**src/rtl/adder_pkg.sv**
```systemverilog
// Shared definitions for the four-operand adder sequencer: state encoding,
// datapath select codes and the per-state strobe decode.
package adder_pkg;

  typedef enum logic [2:0] {
    ST_IDLE    = 3'd0,
    ST_LOAD    = 3'd1,
    ST_ADD_AB  = 3'd2,
    ST_ADD_C   = 3'd3,
    ST_ADD_D   = 3'd4,
    ST_PUBLISH = 3'd5,
    ST_DONE    = 3'd6
  } state_t;

  localparam logic [1:0] BSEL_AB  = 2'b00;
  localparam logic [1:0] BSEL_C   = 2'b01;
  localparam logic [1:0] BSEL_D   = 2'b10;
  localparam logic [1:0] BSEL_NOP = 2'b11;

  localparam logic ASEL_AB  = 1'b1;
  localparam logic ASEL_NOP = 1'b0;

  typedef struct packed {
    logic       load;
    logic       asel;
    logic [1:0] bsel;
    logic       oe;
    logic       busy;
    logic       done;
  } strobes_t;

  // Every state requests at most one datapath operation; anything not listed is a no-op.
  function automatic strobes_t decodeStrobes(input state_t s);
    strobes_t r;
    r.load = 1'b0;
    r.asel = ASEL_NOP;
    r.bsel = BSEL_NOP;
    r.oe   = 1'b0;
    r.busy = (s != ST_IDLE);
    r.done = (s == ST_DONE);
    case (s)
      ST_LOAD:    r.load = 1'b1;
      ST_ADD_AB: begin
        r.asel = ASEL_AB;
        r.bsel = BSEL_AB;
      end
      ST_ADD_C:   r.bsel = BSEL_C;
      ST_ADD_D:   r.bsel = BSEL_D;
      ST_PUBLISH: r.oe = 1'b1;
      default:    r.load = 1'b0;
    endcase
    return r;
  endfunction

endpackage

```
**src/rtl/adder_seq_counter.sv**
```systemverilog
// Generic wrapping up-counter with enable and asynchronous active-low clear.
module adder_seq_counter #(
  parameter int CNT_W = 8
) (
  input  logic             i_clk,
  input  logic             i_clr_n,
  input  logic             i_en,
  output logic [CNT_W-1:0] o_count
);

  logic [CNT_W-1:0] r_count;

  always_ff @(posedge i_clk or negedge i_clr_n) begin
    if (!i_clr_n) begin
      r_count <= '0;
    end else if (i_en) begin
      r_count <= r_count + 1'b1;
    end
  end

  assign o_count = r_count;

endmodule

```
**src/rtl/adder_sequencer.sv**
```systemverilog
// Control FSM for the four-operand adder datapath: loads operands, steps the
// accumulate selects, publishes the sum and reports completion to the host.
module adder_sequencer
  import adder_pkg::*;
#(
  parameter int CNT_W     = 8,
  parameter int DONE_HOLD = 1
) (
  input  logic             clk,
  input  logic             rst,
  input  logic             start,
  input  logic             abort,
  input  logic             add_c_en,
  input  logic             add_d_en,
  output logic             aload,
  output logic             bload,
  output logic             cload,
  output logic             dload,
  output logic             asel,
  output logic [1:0]       bsel,
  output logic             output_enable,
  output logic             busy,
  output logic             done,
  output logic [CNT_W-1:0] run_count
);

  localparam logic [3:0] HOLD_LAST = 4'(DONE_HOLD - 1);

  state_t   r_state;
  state_t   w_nextState;
  strobes_t r_strobes;
  logic     r_cEn;
  logic     r_dEn;
  logic [3:0] r_holdCnt;
  logic     w_doneEntry;

  always_comb begin
    w_nextState = r_state;
    case (r_state)
      ST_IDLE:    if (start && !abort) w_nextState = ST_LOAD;
      ST_LOAD:    w_nextState = abort ? ST_IDLE : ST_ADD_AB;
      ST_ADD_AB: begin
        if (abort)      w_nextState = ST_IDLE;
        else if (r_cEn) w_nextState = ST_ADD_C;
        else if (r_dEn) w_nextState = ST_ADD_D;
        else            w_nextState = ST_PUBLISH;
      end
      ST_ADD_C: begin
        if (abort)      w_nextState = ST_IDLE;
        else if (r_dEn) w_nextState = ST_ADD_D;
        else            w_nextState = ST_PUBLISH;
      end
      ST_ADD_D:   w_nextState = abort ? ST_IDLE : ST_PUBLISH;
      ST_PUBLISH: w_nextState = abort ? ST_IDLE : ST_DONE;
      ST_DONE:    if (r_holdCnt == 4'd0) w_nextState = ST_IDLE;
      default:    w_nextState = ST_IDLE;
    endcase
  end

  assign w_doneEntry = (r_state == ST_PUBLISH) && (w_nextState == ST_DONE);

  // Strobes are decoded from the next state so they line up with the registered state.
  always_ff @(posedge clk or negedge rst) begin
    if (!rst) begin
      r_state   <= ST_IDLE;
      r_strobes <= decodeStrobes(ST_IDLE);
      r_cEn     <= 1'b0;
      r_dEn     <= 1'b0;
      r_holdCnt <= 4'd0;
    end else begin
      r_state   <= w_nextState;
      r_strobes <= decodeStrobes(w_nextState);
      if (r_state == ST_IDLE && w_nextState == ST_LOAD) begin
        r_cEn <= add_c_en;
        r_dEn <= add_d_en;
      end
      if (w_doneEntry) begin
        r_holdCnt <= HOLD_LAST;
      end else if (r_state == ST_DONE && r_holdCnt != 4'd0) begin
        r_holdCnt <= r_holdCnt - 4'd1;
      end
    end
  end

  adder_seq_counter #(
    .CNT_W (CNT_W)
  ) u_runCounter (
    .i_clk   (clk),
    .i_clr_n (rst),
    .i_en    (w_doneEntry),
    .o_count (run_count)
  );

  assign aload         = r_strobes.load;
  assign bload         = r_strobes.load;
  assign cload         = r_strobes.load;
  assign dload         = r_strobes.load;
  assign asel          = r_strobes.asel;
  assign bsel          = r_strobes.bsel;
  assign output_enable = r_strobes.oe;
  assign busy          = r_strobes.busy;
  assign done          = r_strobes.done;

endmodule
```
**config.mk**
```make
export PLATFORM = sky130hd
export DESIGN_NAME = adder_sequencer
export DESIGN_NICKNAME = d
export VERILOG_FILES = /design/src/rtl/adder_pkg.sv /design/src/rtl/adder_seq_counter.sv /design/src/rtl/adder_sequencer.sv
export SDC_FILE = /design/constraint.sdc
export NUM_CORES = 1
export LEC_CHECK = 0
export ABC_AREA = 1
export BUFFER_PORTS_ARGS = -buffer_cell sky130_fd_sc_hd__clkbuf_2
export CAP_MARGIN = 30
export CORE_MARGIN = 2
export CORE_UTILIZATION = 52
export DETAILED_ROUTE_END_ITERATION = 10
export PLACE_DENSITY = 0.76
export SLEW_MARGIN = 20
export SYNTH_ARGS = -nofsm -noshare
export SYNTH_HDL_FRONTEND = slang
export SYNTH_SLANG_ARGS = --single-unit
```
**constraint.sdc**
```tcl
create_clock -name clk -period 1.6 [get_ports clk]
set_input_delay 0.32 -clock clk [delete_from_list [all_inputs] [get_ports clk]]
set_output_delay 0.32 -clock clk [all_outputs]
set_load 0.02 [all_outputs]
```
# Word level (Yosys, flattened, before mapping)
# Index checks and enable logic that the tools add are counted.
word_totals:
  reg_bits: 24
  inputBits: 6
  out_inout_bits: 18
  word_cells: 51
classes:
  n_addsub: 2
  n_eq_ne: 12
  n_mux: 16
  reduce_logical: 10
op_table:
  columns: ["op", "count"]
  rows:
  - ["$mux 3", 7]
  - ["$pmux 3 s7", 1]
  - ["$eq 3x3->1 const B", 6]
  - ["$eq 3x2->1 const B", 4]
  - ["$add 8x1->8 const B", 1]
  - ["$mux 4", 2]
  - ["$eq 3x1->1 const B", 2]
  - ["$pmux 2 s3", 1]
  - ["$logic_and 1x1->1", 4]
  - ["$logic_not 4->1", 1]
  - ["$mux 1", 4]
  - ["$reduce_bool 4->1", 1]
  - ["$sub 4x1->4 const B", 1]
  - ["$logic_not 3->1", 1]
  - ["$reduce_bool 3->1", 1]
  - ["$mux 2", 1]
  - ["$reduce_bool 2->1", 1]
  - ["$logic_not 1->1", 1]

# Longest topological paths before layout
logic_depth:
  depth_word: 7
  mapped_depth: 9
  mapped_depth_nobuf: 9

# By module
# A second synthesis with hierarchy kept.
hier_totals:
  hier_cells: 133
  hier_area_um2: 1216.2
by_module_without_submodules:
  columns: ["mod", "n_inst", "cells_each", "area_per_inst_um2", "seq_area_each_um2"]
  rows:
  - ["adder_sequencer", 1, 93, 840.8, 402.9]
  - ["adder_seq_counter", 1, 40, 375.4, 200.2]

# Worst setup path before layout
# OpenSTA, ideal clock, no wires.
synth_timing:
  path_kind: "reg-to-reg"
  from: "register u_runCounter.r_count[0] (netlist: u_runCounter.o_count[0])"
  to: "register u_runCounter.r_count[6] (netlist: u_runCounter.o_count[6])"
  setup_time_ns: 0.122
  arrival_time_ns: 1.114
  required_time_ns: 1.478
  setup_slack_ns: 0.364
  path_stages_with_launch: 6
  path_buffers: 0
  synth_period_minus_slack_ns: 1.236
  path_cell_list: "dfrtp_1 -> ha_1 -> nand3_1 -> nor3_1 -> nand2_1 -> xor2_1"
synth_between:
  elab_chain_len: 1
synth_rtl:
  columns: ["element", "line", "text"]
  rows:
  - ["start, declared", "adder_seq_counter.sv:11", "logic [CNT_W-1:0] r_count;"]
  - ["start signal, assigned", "adder_seq_counter.sv:17", "r_count <= r_count + 1'b1;"]
  - ["$add 8x1->8", "adder_seq_counter.sv:17", null]
# No other way between the ends.
# A chain may end at the register's enable or synchronous reset.

# Worst setup path in the final report
layout_timing:
  from: "register r_holdCnt[0]"
  to: "register r_strobes, in the netlist bsel[0]"
layout_between:
  elab_chain_len: 5
  elab_cells_between_ends: 7
  cone_classes: "eq/ne (3); mux (3); reduce/logical (1)"
layout_rtl:
  columns: ["element", "line", "text"]
  rows:
  - ["start, declared", "adder_sequencer.sv:34", "logic [3:0] r_holdCnt;"]
  - ["start signal, assigned", "adder_sequencer.sv:80", "r_holdCnt <= r_holdCnt - 4'd1;"]
  - ["$logic_not 4->1 *", "adder_sequencer.sv:55", "ST_DONE: if (r_holdCnt == 4'd0) w_nextState = ST_IDLE;"]
  - ["$mux 3 *", "adder_sequencer.sv:55", null]
  - ["$pmux 3 s7 *", "adder_sequencer.sv:39", "case (r_state)"]
  - ["$eq 3x3->1 / $eq 3x2->1 (equally long branches)", "adder_pkg.sv:41", "case (s)"]
  - ["$pmux 2 s3 *", "adder_pkg.sv:41", null]
  - ["end signal, assigned", "adder_sequencer.sv:66", "r_strobes <= decodeStrobes(ST_IDLE);"]
  - ["end signal, assigned", "adder_sequencer.sv:72", "r_strobes <= decodeStrobes(w_nextState);"]
  - ["end, declared", "adder_sequencer.sv:31", "strobes_t r_strobes;"]
# Mark *: on every way between the ends. The rest lies on a longest branch, timed or not.

==> impl_summary.txt <==
----------------------------------------------------
[Outcome]
  Result of the run ... complete, no violations

[Yosys]
  Average footprint of a synthesized cell ... 8.94 um^2
  Nets in the synthesized netlist ... 137
  Number of warnings issued by yosys ... 0
  Library cell with the largest summed area after synthesis ... sky130_fd_sc_hd__dfrtp_1
  Total standard cell area after synthesis ... 1140 um^2
  Yosys cell types ... 22
  Synth Register Bits ... 24
  Share of cell area taken by muxes after synthesis ... 0%
  Sequential share of the synthesized area ... 52.7%
  Synth Flop Type ... sky130_fd_sc_hd__dfrtp_1
  EDFF count, synth ... 0
  Fraction of post-synthesis cell area in the top cell type by area ... 48.1%
  Share of synthesized cell area in and, or, nand and nor gates ... 26.3%
  Number of instances in the synthesized netlist ... 128
  Synthesized-area fraction occupied by ao, oa, aoi and oai cells ... 3.17%
  Proportion of synthesized flip-flops having asynchronous set or reset ... 100%
  Dominant combinational cell family by area after synthesis ... simple AND/OR/NAND/NOR gates
  Ranking of synthesized cells by area ... sky130_fd_sc_hd__dfrtp_1, sky130_fd_sc_hd__nand2_1, sky130_fd_sc_hd__inv_1, sky130_fd_sc_hd__nand3_1, sky130_fd_sc_hd__dfstp_2
  Xor and xnor area share after synthesis ... 5.36%
  Synthesized-area fraction occupied by adder cells ... 3.28%

[Hold path]
  Path type of the worst min-delay path ... in -> reg

[STA]
  Max Clock Freq ... 0.727 GHz
  Setup-violating endpoint count in the final report ... 0
  Number of endpoints with negative hold slack in the final report ... 0
  Max-slew headroom at the worst pin ... 60.8%
  Fin crit share ... 85.9%
  Post-route minimum period ... 1.37 ns
  Worst clock skew ... 0.00234 ns
  Setup repair after global routing missed its margin ... false
  Post-Route Setup TNS ... 0 ns
  Minimum hold slack ... 0.214 ns
  Fin. max-slew vios ... 0
  Worst Tran Pin Value ... 0.588 ns
  Final critical-path setup slack ... 0.225 ns

[Global routing]
  Global routing usage on met1 ... 21.5%
  Global-route usage over all layers ... 18.3%
  Total gr overflow ... 0
  Pin count of the biggest net entering global routing ... 25
  Most used routing layer ... met2
  Initial antenna violation count ... 0
  Met3 track utilization from global routing ... 6.14%
  Wire length of the first global-routing pass ... 3570 um
  Met2 track demand over resource ... 32.9%
  Via count of the first global-routing pass ... 816

[Worst setup path]
  List of cells traversed by the critical path ... inv_1 > ha_1 > nand3_1 > nand2_2 > nand2_4 > nor2_2 > nor2_1 > nor2_1
  Critical Path Start Type ... flop
  Endpoint arrival time on the critical path ... 1.62 ns
  Peak fanout along the critical path ... 6
  Number of buffer and inverter instances along the worst setup path ... 1
  Worst stage delay on the critical path ... 0.38 ns
  Cell with the largest stage delay on the worst path ... sky130_fd_sc_hd__dfrtp_1
  Critical path data required time ... 1.85 ns
  Kind of cell adding the most delay to the critical path ... simple AND/OR/NAND/NOR gates
  Most used cell along the critical path ... sky130_fd_sc_hd__nor2_1
  Register-to-Register Setup Slack ... 0.23 ns
  Nature of the critical path endpoint ... flop
  Worst setup path category ... reg -> reg

[Placement]
  Placed cell areas ... 1270 um^2
  Dpl hpwl ... 1630 um
  Post-placement setup slack ... 0.233 ns
  Input/output buffers ... 23
  GPL Wtd Cong ... 0.904

[Die]
  Top-level I/O count ... 24
  Cell Rows ... 16
  Effective utilization at floorplan ... 56.6%
  Vertical extent of the die ... 50.9 um
  Die outline area ... 2590 um^2
  Die width ... 50.9 um
  Core box area ... 2020 um^2

[Final layout]
  P&R area growth vs syn ... 15.1%
  Most common cell after layout, fill and taps aside ... sky130_fd_sc_hd__nand2_1
  Commonest cells after routing, fill and taps aside ... sky130_fd_sc_hd__nand2_1, sky130_fd_sc_hd__clkbuf_2, sky130_fd_sc_hd__dfrtp_1
  NumNets Final ... 163
  Cell area after layout ... 1320 um^2
  Layout cell share with drive strength beyond 1 ... 27.5%
  Fin util ... 65.2%
  N_diodes ... 0

[Clock tree]
  Library cell used as clock root buffer ... sky130_fd_sc_hd__clkbuf_4
  Sinks on the clock net ... 24
  Number of buffers created by CTS ... 3
  Clock slew at reported path FFs ... 0.12 ns
  Maximum buffer depth of the clock tree ... 2
  Count of buffers added by post-CTS timing repair for setup ... 0
  TritonCTS clock tree ... built
  Maximum level of the CTS H-tree ... 1
  Worst-skew pair later-pin latency ... 0.30 ns

[Route]
  Antenna Nets Post-Route ... 0
  Via count of the routed design ... 866
  Drt via density ... 4.81
  Remaining DRCs ... 0
  Total routed wirelength ... 2080 um
  Iteration-0 DRC count of the detailed router ... 9
  Routed length per placed instance ... 11.5 um
  Number of iterations in the first detailed-routing pass ... 4

[Flow run]
  MaxCap Viol Count ... 0

[Power and ir drop]
  Leak Pwr ... 0.730 nW
  Power per standard cell area ... 1300 nW/um^2
  Maximum resistive drop on vdd ... 0.861 mV

----------------------------------------------------
-- flip-flops by register name, indices dropped and copies added (netlist names) --
| signal | count |
|---|---|
| aload | 1 |
| asel | 1 |
| bsel | 2 |
| busy | 1 |
| done | 1 |
| output_enable | 1 |
| r_cEn | 1 |
| r_dEn | 1 |
| r_holdCnt | 4 |
| r_state | 3 |
| u_runCounter.o_count | 8 |
-- worst min-delay path, stage by stage --
cell and delay, ns:
sky130_fd_sc_hd__clkbuf_2 0.08, sky130_fd_sc_hd__nand2_1 0.04, sky130_fd_sc_hd__nand2_1 0.05
-- per-stage QoR --
stage / cells / power (mW)
finish: 180 / 1.71
global route: 180 / 1.83
CTS: 180 / 1.73
detailed placement: 175 / 1.41
global placement: 175 / 1.40
floorplan: 128 / 1.27
-- synth_stat cells, types with 2 or more instances --
library cell and instances:
sky130_fd_sc_hd__buf_4 3, sky130_fd_sc_hd__dfrtp_1 22, sky130_fd_sc_hd__dfstp_2 2, sky130_fd_sc_hd__ha_1 3
sky130_fd_sc_hd__inv_1 18, sky130_fd_sc_hd__inv_2 4, sky130_fd_sc_hd__nand2_1 25, sky130_fd_sc_hd__nand3_1 13
sky130_fd_sc_hd__nor2_1 12, sky130_fd_sc_hd__nor2_2 4, sky130_fd_sc_hd__nor3_1 2, sky130_fd_sc_hd__o21ai_0 5
sky130_fd_sc_hd__xnor2_1 3, sky130_fd_sc_hd__xor2_1 4
-- area by class of cell --
cell class,count,area [um^2]
Clock buffer,4,36.3
Fill cell,180,704
Inverter,22,82.6
Multi-Input combinational cell,79,437
Sequential cell,24,603
Tap cell,27,33.8
Timing Repair Buffer,24,125
-- cell families (layout without fill, tap and decap cells) --
family                     count (synthesis)  in the layout
adders and majority gates                  3              3
buffers and inverters                     25             50
AOI/OAI and AO/OA                          7              7
xor gates and xnor gates                   7              7
and+or+nand+nor                           62             62
DFF                                       24             24
-- metal layers --
layer	up-vias	wire length (um)
met2	18	1080
met4	0	24
met5	-	0
li1	442	-
met1	402	909
met3	4	65
-- where the power goes --
group | internal [mW] | switching [mW] | total (mW)
clock network | 0.139 | 0.168 | 0.307
registers | 0.736 | 0.105 | 0.841
logic | 0.179 | 0.384 | 0.563
total | 1.05 | 0.657 | 1.71
-- repair_timing --
action | 4_1_cts | 5_1_grt
resized for setup | 0 | 0
hold buffers | 1 | 0
setup endpoints to repair | 0 | 0
endpoints found under the hold margin | 8 | 0
-- worst paths after layout --
| path | end | start | cells past startpoint |
|---|---|---|---|
| max | bsel[0] | r_holdCnt[0] | 8 |
| min | r_cEn | add_c_en | 3 |
| max reg2reg | bsel[0] | r_holdCnt[0] | 8 |
| min reg2reg | u_runCounter.o_count[7] | u_runCounter.o_count[7] | 1 |
| max in group asynchronous | busy | rst | 2 |
| min in group asynchronous | r_holdCnt[1] | rst | 2 |
Power figures use the tool's default switching activity.
